==> src/rtl/uart_pkg.sv <==
`default_nettype none
// ============================================================================
// Module      : uart_pkg
// Description : Shared types and default sizing for the UART TX arbiter.
// Revision    : 1.0 - initial release
// ============================================================================
package uart_pkg;

    localparam int C_N_REQ      = 4;
    localparam int C_DATA_WIDTH = 8;
    localparam int C_MAX_LEN    = 16;

    typedef enum logic [0:0] {
        IDLE = 1'b0,
        XFER = 1'b1
    } arb_state_e;

endpackage
`default_nettype wire

==> src/rtl/rr_pick.sv <==
`default_nettype none
// ============================================================================
// Module      : rr_pick
// Description : Combinational round-robin picker; searches ptr+1 upward with wrap.
// Revision    : 1.0 - initial release
// ============================================================================
module rr_pick
    import uart_pkg::*;
#(
    parameter int N_REQ = C_N_REQ,
    parameter int PTR_W = 2
) (
    input  logic [N_REQ-1:0] req,
    input  logic [PTR_W-1:0] ptr,
    output logic [N_REQ-1:0] grant,
    output logic             valid
);

    logic [PTR_W-1:0] w_idx;

    // The current pointer owner is visited last, so it has lowest priority.
    always_comb begin
        grant = '0;
        w_idx = '0;
        for (int k = 1; k <= N_REQ; k++) begin
            w_idx = PTR_W'((int'(ptr) + k) % N_REQ);
            if (req[w_idx] && (grant == '0)) begin
                grant[w_idx] = 1'b1;
            end
        end
    end

    assign valid = |req;

endmodule
`default_nettype wire

==> src/rtl/uart_tx_arb.sv <==
`default_nettype none
// ============================================================================
// Module      : uart_tx_arb
// Description : Round-robin arbiter granting whole messages onto a uart_tx FIFO.
// Revision    : 1.0 - initial release
// ============================================================================
module uart_tx_arb
    import uart_pkg::*;
#(
    parameter int N_REQ      = C_N_REQ,
    parameter int DATA_WIDTH = C_DATA_WIDTH,
    parameter int MAX_LEN    = C_MAX_LEN
) (
    input  logic                             clk_i,
    input  logic                             rst_i,
    input  logic [N_REQ-1:0]                 req_valid_i,
    input  logic [N_REQ-1:0][DATA_WIDTH-1:0] req_data_i,
    input  logic [N_REQ-1:0]                 req_last_i,
    output logic [N_REQ-1:0]                 req_ready_o,
    input  logic                             tx_full_i,
    output logic                             tx_we_o,
    output logic [DATA_WIDTH-1:0]            din_o,
    output logic [N_REQ-1:0]                 grant_o,
    output logic                             busy_o,
    output logic                             preempt_o
);

    localparam int                 C_PTR_W     = (N_REQ > 1) ? $clog2(N_REQ) : 1;
    localparam logic [7:0]         C_CNT_LIMIT = 8'(MAX_LEN - 1);
    localparam logic [C_PTR_W-1:0] C_PTR_RST   = C_PTR_W'(N_REQ - 1);

    arb_state_e              r_state,   w_state_nxt;
    logic [N_REQ-1:0]        r_grant,   w_grant_nxt;
    logic [C_PTR_W-1:0]      r_ptr,     w_ptr_nxt;
    logic [7:0]              r_cnt,     w_cnt_nxt;
    logic                    r_preempt, w_preempt_nxt;

    logic [N_REQ-1:0]        w_pick_grant;
    logic                    w_pick_valid;
    logic [C_PTR_W-1:0]      w_owner_idx;
    logic [DATA_WIDTH-1:0]   w_owner_data;
    logic                    w_owner_valid;
    logic                    w_owner_last;
    logic                    w_xfer;
    logic                    w_accept;

    rr_pick #(
        .N_REQ (N_REQ),
        .PTR_W (C_PTR_W)
    ) u_rr_pick (
        .req   (req_valid_i),
        .ptr   (r_ptr),
        .grant (w_pick_grant),
        .valid (w_pick_valid)
    );

    // Owner selection is driven only by the registered grant, so non-owner inputs never leak.
    always_comb begin
        w_owner_idx  = '0;
        w_owner_data = '0;
        for (int i = 0; i < N_REQ; i++) begin
            if (r_grant[i]) begin
                w_owner_idx  = C_PTR_W'(i);
                w_owner_data = req_data_i[i];
            end
        end
    end

    assign w_owner_valid = |(req_valid_i & r_grant);
    assign w_owner_last  = |(req_last_i & r_grant);
    assign w_xfer        = (r_state == XFER);
    assign w_accept      = w_xfer && w_owner_valid && !tx_full_i;

    always_comb begin
        w_state_nxt   = r_state;
        w_grant_nxt   = r_grant;
        w_ptr_nxt     = r_ptr;
        w_cnt_nxt     = r_cnt;
        w_preempt_nxt = 1'b0;
        case (r_state)
            IDLE: begin
                if (w_pick_valid) begin
                    w_state_nxt = XFER;
                    w_grant_nxt = w_pick_grant;
                    w_cnt_nxt   = '0;
                end
            end
            XFER: begin
                if (w_accept) begin
                    w_cnt_nxt = r_cnt + 8'd1;
                    // A last byte ends the message normally even when it also hits the limit.
                    if (w_owner_last || (r_cnt == C_CNT_LIMIT)) begin
                        w_state_nxt   = IDLE;
                        w_grant_nxt   = '0;
                        w_ptr_nxt     = w_owner_idx;
                        w_preempt_nxt = !w_owner_last;
                    end
                end
            end
            default: begin
                w_state_nxt = IDLE;
                w_grant_nxt = '0;
            end
        endcase
    end

    always_ff @(posedge clk_i) begin
        if (rst_i) begin
            r_state   <= IDLE;
            r_grant   <= '0;
            r_ptr     <= C_PTR_RST;
            r_cnt     <= '0;
            r_preempt <= 1'b0;
        end else begin
            r_state   <= w_state_nxt;
            r_grant   <= w_grant_nxt;
            r_ptr     <= w_ptr_nxt;
            r_cnt     <= w_cnt_nxt;
            r_preempt <= w_preempt_nxt;
        end
    end

    assign tx_we_o     = w_accept && !rst_i;
    assign din_o       = tx_we_o ? w_owner_data : '0;
    assign req_ready_o = (w_xfer && !tx_full_i && !rst_i) ? r_grant : '0;
    assign busy_o      = w_xfer && !rst_i;
    assign grant_o     = r_grant;
    assign preempt_o   = r_preempt;

endmodule
`default_nettype wire

==> config.mk <==
export PLATFORM = sky130hd
export DESIGN_NAME = uart_tx_arb
export DESIGN_NICKNAME = d
export VERILOG_FILES = /design/src/rtl/uart_pkg.sv /design/src/rtl/rr_pick.sv /design/src/rtl/uart_tx_arb.sv
export SDC_FILE = /design/constraint.sdc
export NUM_CORES = 1
export LEC_CHECK = 0
export CAP_MARGIN = 20
export CORE_ASPECT_RATIO = 1.2
export CORE_MARGIN = 2
export CORE_UTILIZATION = 25
export DETAILED_ROUTE_END_ITERATION = 12
export REMOVE_ABC_BUFFERS = 1
export SYNTH_ARGS = -nofsm -noshare
export SYNTH_HDL_FRONTEND = slang
export SYNTH_SLANG_ARGS = --single-unit
==> constraint.sdc <==
create_clock -name clk_i -period 3.5 [get_ports clk_i]
set_input_delay 0.7 -clock clk_i [delete_from_list [all_inputs] [get_ports clk_i]]
set_output_delay 0.7 -clock clk_i [all_outputs]
set_load 0.005 [all_outputs]
# [Word level (Yosys, flattened, before mapping)]
# Cells that the tools add are included.
[classes] mux=40 multipliers=0 bitwise=8 n_lt_le_gt_ge=8 n_reduce_logical=27 div=0 eq_ne=4 n_addsub=5 n_shift=0
[op_table] cell="$mux 8" count=7
[op_table] cell="$mux 4" count=8
[op_table] cell="$pmux 8 s2" count=1
[op_table] cell="$reduce_or 4->1" count=4
[op_table] cell="$logic_and 1x1->1" count=13
[op_table] cell="$logic_not 4->1" count=3
[op_table] cell="$lt 2x3->1 const B" count=4
[op_table] cell="$mux 1" count=12
[op_table] cell="$or 4x4->4" count=3
[op_table] cell="$add 8x1->8 const B" count=1
[op_table] cell="$and 4x4->4" count=2
[op_table] cell="$bmux 1 s2" count=4
[op_table] cell="$demux 1 s2" count=4
[op_table] cell="$eq 8x4->1 const B" count=1
[op_table] cell="$ge 2x1->1 const B" count=4
[op_table] cell="$pmux 4 s2" count=1
[op_table] cell="$ne 2x1->1 const B" count=3
[op_table] cell="$reduce_and 3->1" count=2
[op_table] cell="$add 2x1->2 const B" count=2
[op_table] cell="$add 2x2->2 const B" count=2
[op_table] cell="$mux 2" count=2
[op_table] cell="$logic_not 1->1" count=3
[op_table] cell="$not 1->1" count=3
[op_table] cell="$pmux 1 s2" count=1
[op_table] cell="other kinds (2)" count=2
[totals] word_cells=97 latchBits=0 n_memories=0 in_bits=43 ram_bits=0 out_inout_bits=19 ff_bits=16 mem_bits_ro=0

# [Logic depth before layout (Yosys ltp)]
# Gate-level depths: netlist of the first run.
[logic_depth] ltp_word=17 depth_mapped=10 depth_no_buf=8

# [Cells and area by module]
# Synthesis of the first run repeated with hierarchy kept, for this count alone.
[hier_totals] hier_cells=182 area_unflattened_um2=1526.5
[by_module_without_submodules] module="uart_tx_arb" area_each_um2=1057.3 instances=1 seq_area_each_um2=320.3 cells_per_inst=133
[by_module_without_submodules] module="rr_pick" area_each_um2=469.2 instances=1 seq_area_each_um2=0.0 cells_per_inst=49

# [Worst setup path before layout of the first run]
# Ideal clock, no wire load.
[synth_timing] kind="register -> register" from="reg r_ptr[0]" to="reg r_grant[0] (netlist: grant_o[0])" path_buffers=1 setup_time_ns=0.120 period_less_slack_ns=2.522 setup_slack_ns=0.978 stages_incl_launch_ff=10 t_arrival_ns=2.403 t_required_ns=3.380 path_cell_list="dfxtp_1 > buf_4 > inv_2 > ha_1 > mux4_1 > o221ai_1 > a21oi_4 > and2_2 > and3_1 > a211o_1"
[synth_between] elab_chain_len=17 elab_cells_between_ends=47 classes_between="add/sub (4); order compare (8); mux (22); bitwise (3); reduce/logical (10)"
[synth_lines] item="start: declaration" line_no="uart_tx_arb.sv:34" rtl="logic [C_PTR_W-1:0] r_ptr, w_ptr_nxt;"
[synth_lines] item="start signal: assignment" line_no="uart_tx_arb.sv:117" rtl="r_ptr <= w_ptr_nxt;"
[synth_lines] item="$add 2x1->2" line_no="rr_pick.sv:26" rtl="w_idx = PTR_W'((int'(ptr) + k) % N_REQ);"
[synth_lines] item="$lt 2x3->1 (implied by the code) / $ge 2x1->1 (equally long branches)" line_no="rr_pick.sv:28" rtl="grant[w_idx] = 1'b1;"
[synth_lines] item="$logic_and 1x1->1 (implied by the code)" line_no="rr_pick.sv:28"
[synth_lines] item="$mux 1 (implied by the code)" line_no="rr_pick.sv:28"
[synth_lines] item="$demux 1 s2"
[synth_lines] item="$mux 4" line_no="rr_pick.sv:27" rtl="if (req[w_idx] && (grant == '0)) begin"
[synth_lines] item="$logic_not 4->1" line_no="rr_pick.sv:27"
[synth_lines] item="$logic_and 1x1->1" line_no="rr_pick.sv:27"
[synth_lines] item="$mux 4" line_no="rr_pick.sv:27"
[synth_lines] item="$logic_not 4->1" line_no="rr_pick.sv:27"
[synth_lines] item="$logic_and 1x1->1" line_no="rr_pick.sv:27"
[synth_lines] item="$mux 4" line_no="rr_pick.sv:27"
[synth_lines] item="$logic_not 4->1" line_no="rr_pick.sv:27"
[synth_lines] item="$logic_and 1x1->1" line_no="rr_pick.sv:27"
[synth_lines] item="$mux 4 (*)" line_no="rr_pick.sv:27"
[synth_lines] item="$mux 4 (*)" line_no="uart_tx_arb.sv:82" rtl="if (w_pick_valid) begin"
[synth_lines] item="$pmux 4 s2 (*)" line_no="uart_tx_arb.sv:80" rtl="case (r_state)"
[synth_lines] item="end signal: assignment" line_no="uart_tx_arb.sv:116" rtl="r_grant <= w_grant_nxt;"
[synth_lines] item="end: declaration" line_no="uart_tx_arb.sv:33" rtl="logic [N_REQ-1:0] r_grant, w_grant_nxt;"
# Every way passes the cells marked *; elsewhere a longest branch is shown, timed or not. The select of a mux whose other input is x is not followed.
# A chain may end at the register's enable or synchronous reset.

# [Worst setup path after layout of the first run]
[layout_timing] from="in req_valid_i[1]" to="out din_o[1]"
[layout_between] elab_chain_len=6
[layout_lines] item="start: declaration" line_no="uart_tx_arb.sv:16" rtl="input logic [N_REQ-1:0] req_valid_i,"
[layout_lines] item="$and 4x4->4" line_no="uart_tx_arb.sv:69" rtl="assign w_owner_valid = |(req_valid_i & r_grant);"
[layout_lines] item="$reduce_or 4->1" line_no="uart_tx_arb.sv:69"
[layout_lines] item="$logic_and 1x1->1 (2 in a row)" line_no="uart_tx_arb.sv:72" rtl="assign w_accept = w_xfer && w_owner_valid && !tx_full_i;"
[layout_lines] item="$logic_and 1x1->1" line_no="uart_tx_arb.sv:123" rtl="assign tx_we_o = w_accept && !rst_i;"
[layout_lines] item="$mux 8" line_no="uart_tx_arb.sv:124" rtl="assign din_o = tx_we_o ? w_owner_data : '0;"
[layout_lines] item="end: declaration" line_no="uart_tx_arb.sv:22" rtl="output logic [DATA_WIDTH-1:0] din_o,"
# Every way passes these cells.

==> results.yml, run 1 <==
run_status:
  status: "complete, no violations"
power:
  pwr-share-comb_pct: 38.7
  peakVddDrop_mv: 0.106
  p_int_uw: 384
  swShare_pct: 30.4
  power_switching_uw: 168
  finalPower_uw: 552
  power.leakage_uw: 0.000840
  power_density_nw_per_um2: 249
  power_frac_clock_pct: 23.6
  seq_power_share_pct: 37.7
yosys:
  synth_top_area_share_pct: 21.8
  synth_common_cells: "dfxtp_1 (16), nor2_1 (13), o22ai_1 (12)"
  syn_area_per_cell_um2: 8.46
  yosys.area_share.simple_pct: 21.8
  synth.distinct_cells: 50
  netlist_area_um2: 1470
  synth_cells: 174
  synth_fa_ha_area_share_pct: 7.65
  synthTopCellsByArea: "dfxtp_1 (22%), ha_1 (7.7%), o22ai_1 (5.1%), a221oi_1 (4.8%), nor3_1 (3.4%)"
  ys.flop_type: "dfxtp_1"
  ys_async_sr_fraction_pct: 0
  synthXorXnorAreaFrac_pct: 3.57
  yosysWarnings: 0
  synth_edf_count: 0
  ys_seq_elements: 16
  synth_top_family_by_area: "compound AO/OA/AOI/OAI gates"
  synth-seq-area-share_pct: 21.8
  yosysMostFrequentCell: "dfxtp_1"
  synth_top_cell_by_area: "dfxtp_1"
  yosys-mux-area-fraction_pct: 10.6
  synth-compound-area-share_pct: 29.9
worst_setup_path:
  cp-end-kind: "output port"
  rrSetupSlack_ns: 0.77
  path_class: "input port to output port"
  worstPathArrival_ns: 2.57
  startpoint_type: "input port"
  cpLargestDelayFamily: "buffers and inverters"
  worstRegToRegCells: 8
  cp_slowest_cell: "clkdlybuf4s50_1"
  path_cells: "clkdlybuf4s50_1, a22oi_1, nand2_1, nand2_1, nor3_1, clkdlybuf4s50_1"
  timing.rr.start: "r_ptr[1]$_SDFFE_PP1P_"
  rr_endpoint: "grant_o[0]$_SDFFE_PP0P_"
  max_stage_delay_ns: 0.60
  crit_required_ns: 2.80
  crit_buf_inv: 2
  worstPathMaxFanout: 9
routing:
  wire_per_inst_um: 14.2
  drc: 0
  routed-via-count: 1603
  first_iter_violations: 66
  ant_nets: 0
  drt_pass1_iterations: 4
  wirelength_um: 4430
  via_per_inst: 5.12
placed_design:
  hpwl_um: 3500
  gp_congestion: 0.833
  preCtsSetupSlack_ns: 0.198
  port-buffer-count: 61
timing:
  max_slew_margin_pct: 57.3
  finalCritPeriodShare_pct: 93.5
  fmax_mhz: 305
  fin_skew_ns: 0.00183
  fin_crit_ns: 3.27
  rsz0062_at_grt: "false"
  setup-tns-final_ns: 0
  tightestPinTransition_ns: 0.639
  hold_viol_final: 0
  maxSlewViolCount: 0
  setup_viol: 0
  setup_slack_ns: 0.226
finish:
  drive_above_1_share_pct: 9.44
  nets: 287
  syn2layout_area_growth_pct: 50.5
  num_antenna_cells: 0
clock_tree:
  cts_tree: "done"
  cts-resized-gates: 0
  numCtsBuffers: 3
  hold_buffers: 0
  clockBufferDepth: 2
  path_clk_slew_ns: 0.06
  root_buffer: "clkbuf_8"
  clkSinkCount: 16
  ctsHtreeMaxLevel: 1
  cts_setup_buffers: 0
  clkLatencyLatePin_ns: 0.24
grt:
  grt_max_degree: 16
  grt.overflow.total: 0
  grt_pass1_vias: 1492
  grt_antenna_before_repair: 0
  grt_pass1_wl_um: 6970
  grt.total_usage_pct: 13.3
hold_path:
  whs_endpoint: "r_cnt[7]$_SDFFE_PP0P_"
  hp-class: "register to register"
  hold_depth: 2
  hold_start: "r_cnt[7]$_SDFFE_PP0P_"
floorplan:
  core_area_um2: 5670
  die_w_um: 74.0
  die_h_um: 88.0
  ios: 62
  initial_core_util_pct: 26.0
  die_area_um2: 6520
  num_rows: 30
run:
  maxCapViolCount: 0
-- stage by stage --
step	std cells	util (%)	hold WS (ns)	cell area, um2
after floorplan	165	-	0.481	1430
after CTS	313	39.1	0.534	2210
after global routing	313	39.1	0.550	2210
after global placement	310	38.3	0.514	2170
after detailed placement	310	38.3	0.520	2170
final	313	39.1	0.534	2210
-- layout by cell type, fill, tap and decap left out, types with 5 or more instances in the layout --
master and instances:
clkdlybuf4s50_1 61, dfxtp_1 16, nor2_1 13, o22ai_1 12, nor3_1 10, nand2_1 9, ha_1 9, a221oi_1 8
inv_1 5, and2_1 5, a211o_1 5, xor2_1 5
-- registers in the layout (all words and copies together), names as in the netlist --
signal / cells
r_ptr: 2
grant_o: 4
r_cnt: 8
preempt_o: 1
r_state: 1
-- worst reg2reg max path: cells and delay by family (launching register included) --
family	cells	cell delay, ns
flip-flops	1	0.53
multiplexers	1	0.60
adder cells (fa/ha/maj)	1	0.42
buffers and inverters	1	0.22
AO/OA/AOI/OAI	3	0.48
AND/OR/NAND/NOR	2	0.37
-- power by group through the flow --
stage / sequential (uW) / combinational (uW) / clock (uW)
4_1_cts: 209 / 214 / 135
3_5_place_dp: 213 / 213 / 0
3_3_place_gp: 212 / 214 / 0
6_report: 208 / 214 / 130
2_1_floorplan: 207 / 113 / 0
5_1_grt: 210 / 236 / 141
-- layout make-up --
| cell class | instances | area, um2 |
|---|---|---|
| fillers | 572 | 3450 |
| multi-input cells | 141 | 1080 |
| repair buffers | 65 | 641 |
| flip-flops and latches | 16 | 320 |
| well taps | 80 | 100 |
| clock buffers | 3 | 41.3 |
| inverters | 8 | 30.0 |
-- logic make-up after synthesis --
group	count (synthesis)
AND/OR/NAND/NOR	61
AO/OA/AOI/OAI	55
buffers and inverters	17
flip-flops	16
multiplexers	10
adder cells (fa/ha/maj)	9
XOR/XNOR	6
-- how the worst max path moves through the flow --
stage | startpoint | endpoint | slack (ns) | depth (start not counted)
3_3_place_gp | req_valid_i[1] | tx_we_o | 0.21 | 6
4_1_cts | req_valid_i[1] | din_o[1] | 0.20 | 6
5_1_grt | req_valid_i[1] | din_o[1] | 0.04 | 6
2_1_floorplan | r_ptr[0]$_SDFFE_PP1P_ | grant_o[0]$_SDFFE_PP0P_ | 0.90 | 8
6_report | req_valid_i[1] | din_o[1] | 0.23 | 6
3_5_place_dp | req_valid_i[1] | din_o[1] | 0.20 | 6
-- per-layer routing --
metal / wire (um) / global-route usage (%) / vias up
met5: 0 / 0 / -
met3: 425 / 3.22 / 6
met1: 1840 / 15.7 / 733
met2: 2120 / 23.9 / 68
li1: - / - / 796
met4: 51 / 2.98 / 0
No activity file was read; power rests on OpenSTA's default activity.
==> inputs of run 2 (changes only) <==
--- a/config.mk
+++ b/config.mk
@@ -11,6 +11,7 @@
 export CORE_UTILIZATION = 25
 export DETAILED_ROUTE_END_ITERATION = 12
 export REMOVE_ABC_BUFFERS = 1
+export SKIP_CTS_REPAIR_TIMING = 1
 export SYNTH_ARGS = -nofsm -noshare
 export SYNTH_HDL_FRONTEND = slang
 export SYNTH_SLANG_ARGS = --single-unit
==> results of run 2 <==
Final layout, timing and power as in run 1 (identical DEF).
